==> config.mk <==
export PLATFORM = sky130hd
export DESIGN_NAME = bsg_fifos_credit_rr_arbiter
export DESIGN_NICKNAME = d
export VERILOG_FILES = /design/src/rtl/bsg_fifos_credit_rr_arbiter.sv
export SDC_FILE = /design/constraint.sdc
export NUM_CORES = 1
export LEC_CHECK = 0
export CAP_MARGIN = 20
export CORE_AREA = 2 2 119 121
export CTS_CLUSTER_DIAMETER = 120
export DETAILED_ROUTE_END_ITERATION = 8
export DIE_AREA = 0 0 121 123
export PLACE_DENSITY_LB_ADDON = 0.15
export SLEW_MARGIN = 20
export SYNTH_ARGS = -nofsm -noshare
export SYNTH_HDL_FRONTEND = slang
export SYNTH_SLANG_ARGS = --single-unit
==> constraint.sdc <==
create_clock -name clk_i -period 2.45 [get_ports clk_i]
set_clock_uncertainty 0.2 [all_clocks]
set_input_delay 0.245 -clock clk_i [delete_from_list [all_inputs] [get_ports clk_i]]
set_output_delay 0.245 -clock clk_i [all_outputs]
set_load 0.05 [all_outputs]
==> src/rtl/bsg_fifos_credit_rr_arbiter.sv <==
// Credit-gated round-robin arbiter: per-slot FIFO heads compete for one registered
// output stage; every grant spends one downstream credit of the winning slot.
module bsg_fifos_credit_rr_arbiter #(
    parameter int num_slots_p = 4,
    parameter int width_p     = 32,
    parameter int credits_p   = 2,
    localparam int slot_w_lp  = (num_slots_p > 1) ? $clog2(num_slots_p) : 1,
    localparam int cred_w_lp  = $clog2(credits_p + 1)
) (
    input  logic                           clk_i,
    input  logic                           reset_i,
    input  logic [num_slots_p-1:0]         slot_v_i,
    input  logic [num_slots_p*width_p-1:0] slot_data_i,
    output logic [num_slots_p-1:0]         slot_yumi_o,
    input  logic [num_slots_p-1:0]         slot_en_i,
    output logic                           out_v_o,
    output logic [width_p-1:0]             out_data_o,
    output logic [slot_w_lp-1:0]           out_slot_o,
    input  logic                           out_ready_i,
    input  logic [num_slots_p-1:0]         credit_return_i,
    output logic [num_slots_p*32-1:0]      credits_o
);

    localparam logic [cred_w_lp-1:0] cred_max_lp = cred_w_lp'(credits_p);
    localparam logic [cred_w_lp-1:0] cred_one_lp = cred_w_lp'(1);

    logic [cred_w_lp-1:0]   credit_q [num_slots_p];
    logic [cred_w_lp-1:0]   credit_d [num_slots_p];
    logic [slot_w_lp-1:0]   last_q, last_d;
    logic                   out_v_q, out_v_d;
    logic [width_p-1:0]     out_data_q, out_data_d;
    logic [slot_w_lp-1:0]   out_slot_q, out_slot_d;

    logic [num_slots_p-1:0] eligible;
    logic [num_slots_p-1:0] grant;
    logic [slot_w_lp-1:0]   winner;
    logic [width_p-1:0]     winner_data;
    logic                   found;
    logic                   stage_free;
    logic                   grant_v;
    int                     idx;

    always_comb begin
        eligible = '0;
        for (int i = 0; i < num_slots_p; i++) begin
            eligible[i] = slot_v_i[i] & slot_en_i[i] & (credit_q[i] != '0);
        end
    end

    // Scan starting just past the last winner; ineligible slots are simply passed over.
    always_comb begin
        winner = '0;
        found  = 1'b0;
        idx    = 0;
        for (int k = 1; k <= num_slots_p; k++) begin
            idx = int'(last_q) + k;
            if (idx >= num_slots_p) begin
                idx = idx - num_slots_p;
            end
            if (!found && eligible[slot_w_lp'(idx)]) begin
                found  = 1'b1;
                winner = slot_w_lp'(idx);
            end
        end
    end

    always_comb begin
        winner_data = '0;
        for (int i = 0; i < num_slots_p; i++) begin
            if (slot_w_lp'(i) == winner) begin
                winner_data = slot_data_i[i*width_p +: width_p];
            end
        end
    end

    assign stage_free  = ~out_v_q | out_ready_i;
    assign grant_v     = stage_free & found & ~reset_i;
    assign grant       = grant_v ? ({{(num_slots_p-1){1'b0}}, 1'b1} << winner) : '0;
    assign slot_yumi_o = grant;

    always_comb begin
        out_v_d    = out_v_q;
        out_data_d = out_data_q;
        out_slot_d = out_slot_q;
        last_d     = last_q;
        if (grant_v) begin
            out_v_d    = 1'b1;
            out_data_d = winner_data;
            out_slot_d = winner;
            last_d     = winner;
        end else if (out_ready_i) begin
            out_v_d = 1'b0;
        end
    end

    // A return arriving while already full is dropped, keeping the count saturated.
    always_comb begin
        for (int i = 0; i < num_slots_p; i++) begin
            credit_d[i] = credit_q[i];
            if (grant[i] && !credit_return_i[i]) begin
                credit_d[i] = credit_q[i] - cred_one_lp;
            end else if (!grant[i] && credit_return_i[i] && (credit_q[i] != cred_max_lp)) begin
                credit_d[i] = credit_q[i] + cred_one_lp;
            end
        end
    end

    always_ff @(posedge clk_i) begin
        if (reset_i) begin
            out_v_q    <= 1'b0;
            out_data_q <= '0;
            out_slot_q <= '0;
            last_q     <= slot_w_lp'(num_slots_p - 1);
            for (int i = 0; i < num_slots_p; i++) begin
                credit_q[i] <= cred_max_lp;
            end
        end else begin
            out_v_q    <= out_v_d;
            out_data_q <= out_data_d;
            out_slot_q <= out_slot_d;
            last_q     <= last_d;
            for (int i = 0; i < num_slots_p; i++) begin
                credit_q[i] <= credit_d[i];
            end
        end
    end

    always_ff @(posedge clk_i) begin
        if (!reset_i) begin
            for (int i = 0; i < num_slots_p; i++) begin
                assert (!(credit_return_i[i] && !grant[i] && (credit_q[i] == cred_max_lp)))
                    else $error("credit return overflow on slot %0d", i);
            end
        end
    end

    always_comb begin
        credits_o = '0;
        for (int i = 0; i < num_slots_p; i++) begin
            credits_o[i*32 +: 32] = 32'(credit_q[i]);
        end
    end

    assign out_v_o    = out_v_q;
    assign out_data_o = out_data_q;
    assign out_slot_o = out_slot_q;

endmodule
### Word-level counts from Yosys, hierarchy flattened

Memory sizes are Yosys's and may differ from the RTL's.
Index checks and enable logic that the tools add are counted.

| operators by class | value |
|---|---|
| $add $sub $neg | 16 |
| $lt $le $gt $ge | 8 |
| equality and inequality tests | 7 |
| shift operators | 1 |
| muxes and demuxes | 46 |
| bitwise gates (word level) | 17 |
| reductions and logical operators | 32 |

Operators by type and width:

| kind | count |
|---|---|
| 2-to-1 mux 32 bit | 4 |
| 2-to-1 mux 2 bit | 20 |
| 2-to-1 mux 1 bit | 17 |
| < comparator 2 x 4 -> 1 bit, second input constant | 4 |
| subtractor 2 x 1 -> 2 bit, second input constant | 8 |
| logical AND 1 bit | 15 |
| logical NOT 1 bit | 11 |
| AND 1 bit | 10 |
| nonzero test 2 bit | 5 |
| greater-or-equal comparator 3 bit, second input constant | 3 |
| adder 2 x 1 -> 2 bit, second input constant | 4 |
| binary-select mux 1 bit (select 2 bit) | 4 |
| inequality test 2 bit, second input constant | 4 |
| adder 2 x 2 -> 3 bit, second input constant | 2 |
| OR 1 bit | 5 |
| adder 2 x 3 -> 4 bit, second input constant | 1 |
| equality test 2 bit, first input constant | 2 |
| greater-or-equal comparator 4 x 3 -> 1 bit, second input constant | 1 |
| 2-to-1 mux 4 bit | 1 |
| left shift 1 x 2 -> 4 bit, first input constant | 1 |
| adder 2 x 1 -> 3 bit, second input constant | 1 |
| equality test 1 x 2 -> 1 bit, first input constant | 1 |
| logical NOT 2 bit | 1 |
| NOT 1 bit | 2 |

| word-level totals | value |
|---|---|
| flip-flop bits (word level) | 37 |
| bits in writable memories | 8 |
| bits of input ports | 143 |
| word-level logic and storage cells | 132 |
| memories | 1 |

Memories:

| name | depth | bits a word | rd ports | clocked after Yosys merged registers in | wr ports | RTL line | source |
|---|---|---|---|---|---|---|---|
| credit_q | 4 | 2 | 4 | 0 | 4 | 27 | `logic [cred_w_lp-1:0] credit_q [num_slots_p];` |

### Longest topological paths before layout

| logic depth | value |
|---|---|
| word-level depth | 25 |
| mapped depth | 9 |
| gate-level depth less buffers | 6 |

### Least setup slack after synthesis

No wires, ideal clock.

| timing path | value |
|---|---|
| kind | register to register |
| start | mem credit_q[1][0] (netlist name) |
| end | mem credit_q[0][0] (netlist name) |
| arrival | 3.042 ns |
| path slack | -0.888 ns |
| cell stages (with the launch flop) | 7 |
| path buffers | 0 |
| cells stage by stage | dfxtp_1 -> o211a_1 -> a21oi_1 -> o31a_1 -> nor3_1 -> xor2_1 -> a221oi_1 |

RTL lines:

| element | RTL line |
|---|---|
| start, declared | 27 |

==> flow_summary.yaml <==
cells_and_area:
  drive_gt1_frac: 0.123
  area_delta_synth_final_pct: 63.4
  fin_util: 0.444
  final_common_cell: "clkdlybuf4s50_1"
  nets: 864
  antenna-diode-count: 0
  mostFrequentLayoutCells: "clkdlybuf4s50_1, conb_1, nand2_1"
route:
  routed_wl_um: 14100
  drtAntennaViolNets: 0
  via_count: 4058
  avgViaCountPerCell: 4.50
  drc_errors: 0
  routedWlPerCell_um: 15.6
  drtIter0Drc: 186
  first_pass_iters: 4
floorplanning:
  rows: 43
  fp.dieW_um: 121
  core_um2: 13600
  start_util: 0.272
  dieArea_um2: 14900
  dieHeight_um: 123
  pin_count: 310
pwr:
  power.switching_mw: 1.79
  leakage_nw: 2.70
  p_int_mw: 2.01
  pwr-share-seq: 0.246
  switching_share: 0.471
  vdd_drop_max_v: 0.000264
  p_clk_frac: 0.187
  pwr-share-comb: 0.567
  p_per_area_nw_per_um2: 628
critical_path:
  regToRegStartpoint: "credit_q[1][1]"
  crit_path_end_kind: "output pin"
  crit_buf_inv: 2
  critPathMaxFanout: 4
  cp_data_arrival_time_ps: 2020
  r2r_end: "out_data_o[21]"
  ff2ff_path_depth: 8
  cp_cell_sequence: "o211a_4 -> or4b_4 -> and2_4 -> buf_12 -> nand2_8 -> nor2_4 -> buf_12"
  rrSetupSlack_ps: 40
  slowest_stage: "or4b_4"
  required_ps: 2010
  path_class: "flip-flop to output pin"
  cp_common_cell: "buf_12"
  max_stage_delay_ps: 530
  cp_top_family: "simple AND/OR/NAND/NOR gates"
  startpoint_type: "flip-flop"
synthesis:
  syn_area_um2: 3700
  ys_ff_latch: 45
  ys_seq_area_frac: 0.243
  yosys_warnings: 0
  ys_types: 47
  avgSynthCellArea_um2: 7.29
  synth_cells: 508
global_routing:
  grt_pass1_wl_um: 20300
  grt_max_degree: 47
  overflow: 0
  grt_pass1_vias: 3880
  antenna_found_initial: 0
  track_usage: 0.176
placement:
  port-buffer-count: 189
  gp_congestion: 0.766
  hpwl_um: 10100
worst_hold_path:
  whs_endpoint: "out_data_o[4]"
  min_from: "out_data_o[4]"
  hold-path-cell-count: 1
  min_path_type: "flip-flop to flip-flop"
clocking:
  clkTransAtPathRegs_ps: 70
  clockBufferDepth: 2
  root_buffer: "clkbuf_16"
  cts_tree: "built"
  cts.sinks: 45
  h-tree-depth: 2
  clk_latency_ps: 310
  cts_buffers: 5
timing:
  rsz0062_at_grt: "true"
  relSlewSlack: 0.622
  fin_tns_setup_ps: -16.5
  final-setup-viol-count: 1
  fmax_ghz: 0.405
  finalCritPeriodShare: 1.01
  setup_ws_ps: -16.5
  drv_slew: 0
  finalCriticalPeriod_ps: 2470
  worstMarginPinSlew_ps: 565
  hold_viol_final: 0
outcome:
  status: "finished, violations left"
  violations: "negative setup slack"
run:
  drv_cap: 0
-- cells in the mapped netlist (all sizes together) --
| cell | instances | area share |
|---|---|---|
| buf | 142 | 0.28 |
| nand2 | 87 | 0.088 |
| a21oi | 69 | 0.094 |
| nand3 | 50 | 0.069 |
| dfxtp | 45 | 0.24 |
| a211o | 24 | 0.057 |
| nor2 | 13 | 0.013 |
| clkbuf | 9 | 0.0091 |
| a311o | 8 | 0.022 |
| inv | 8 | 0.0081 |
| nor3 | 6 | 0.011 |
| mux2i | 5 | 0.014 |
| o211ai | 5 | 0.011 |
| a221oi | 3 | 0.0071 |
| a22oi | 3 | 0.0061 |
| nand2b | 3 | 0.0051 |
| o211a | 3 | 0.0081 |
| o31ai | 3 | 0.011 |
| and2 | 2 | 0.0041 |
| nor2b | 2 | 0.0034 |
| o21ai | 2 | 0.0027 |
| or4 | 2 | 0.0041 |
| a2bb2oi | 1 | 0.0024 |
| a311oi | 1 | 0.0024 |
| a31oi | 1 | 0.0017 |
| and3 | 1 | 0.0030 |
| and4 | 1 | 0.0024 |
| conb | 1 | 0.0010 |
| nand4 | 1 | 0.0017 |
| o21a | 1 | 0.0020 |
| o22ai | 1 | 0.0017 |
| o31a | 1 | 0.0024 |
| or2 | 1 | 0.0017 |
| or4b | 1 | 0.0037 |
| xnor2 | 1 | 0.0024 |
| xor2 | 1 | 0.0024 |
-- metrics by stage --
step | power [mW] | std cells | hold slack, ps | instance area [um^2] | setup WS [ps]
6_report | 3.80 | 902 | 263 | 6050 | -16.5
5_1_grt | 3.99 | 902 | 280 | 6050 | -61.1
4_1_cts | 3.75 | 896 | 266 | 5880 | -21.3
3_5_place_dp | 2.98 | 879 | 254 | 5640 | -144
3_3_place_gp | 2.97 | 879 | 245 | 5640 | -127
2_1_floorplan | 2.39 | 627 | 195 | 4200 | 23.2
-- power groups by stage --
stage | registers [mW] | logic, mW | clock network [mW]
global route | 0.950 | 2.28 | 0.758
global placement | 0.952 | 2.02 | 0
floorplan | 1.34 | 1.05 | 0
finish | 0.934 | 2.15 | 0.712
detailed placement | 0.956 | 2.03 | 0
CTS | 0.934 | 2.08 | 0.737
-- cell type report --
cell class                      instances  area (um^2)
Tap cell                              180          225
Multi-Input combinational cell        423         2250
Inverter                                8         30.0
Clock inverter                          1         7.51
Clock buffer                            7          133
Sequential cell                        45          923
Fill cell                            1362         7570
Timing Repair Buffer                  238         2470
-- cell families after synthesis --
logic type                Yosys count  synth area share
xor gates and xnor gates            2           0.00473
and+or+nand+nor                   170             0.211
muxes                               5            0.0135
DFF                                45             0.243
AOI/OAI and AO/OA                 126             0.232
buffers and inverters             159             0.295
other                               1           0.00101
-- sequential cells by signal, summed over array words and instances, names as in the netlist --
register / flops
credit_q: 8
last_q: 2
out_data_o: 32
out_slot_o: 2
out_v_o: 1
-- how the worst max path moves through the flow --
stage | from | endpoint | slack, ps | cells past startpoint
CTS | credit_q[1][1] | slot_yumi_o[1] | -20 | 7
floorplan | credit_q[0][0] | slot_yumi_o[1] | 20 | 7
global route | credit_q[3][0] | slot_yumi_o[1] | -60 | 7
global placement | slot_en_i[0] | slot_yumi_o[3] | -130 | 8
detailed placement | slot_v_i[0] | out_data_o[30] | -140 | 9
finish | credit_q[1][1] | slot_yumi_o[1] | -20 | 7
-- per-layer routing --
metal	up-vias	global-route usage	part of all wire
met3	12	0.0660	0.096
met4	0	0.0531	0.016
li1	1944	-	-
met1	1889	0.203	0.40
met2	213	0.305	0.49
met5	-	0	0
-- timing repair --
action / in CTS / in global routing
setup endpoints to repair: 3 / 34
gates cloned: 0 / 3
hold buffers: 0 / 0
hold endpoints to repair: 0 / 0
pin swaps: 7 / 5
buffers inserted: 9 / 3
resized for setup: 7 / 13
Note: power is estimated with default switching activity, not from simulation.
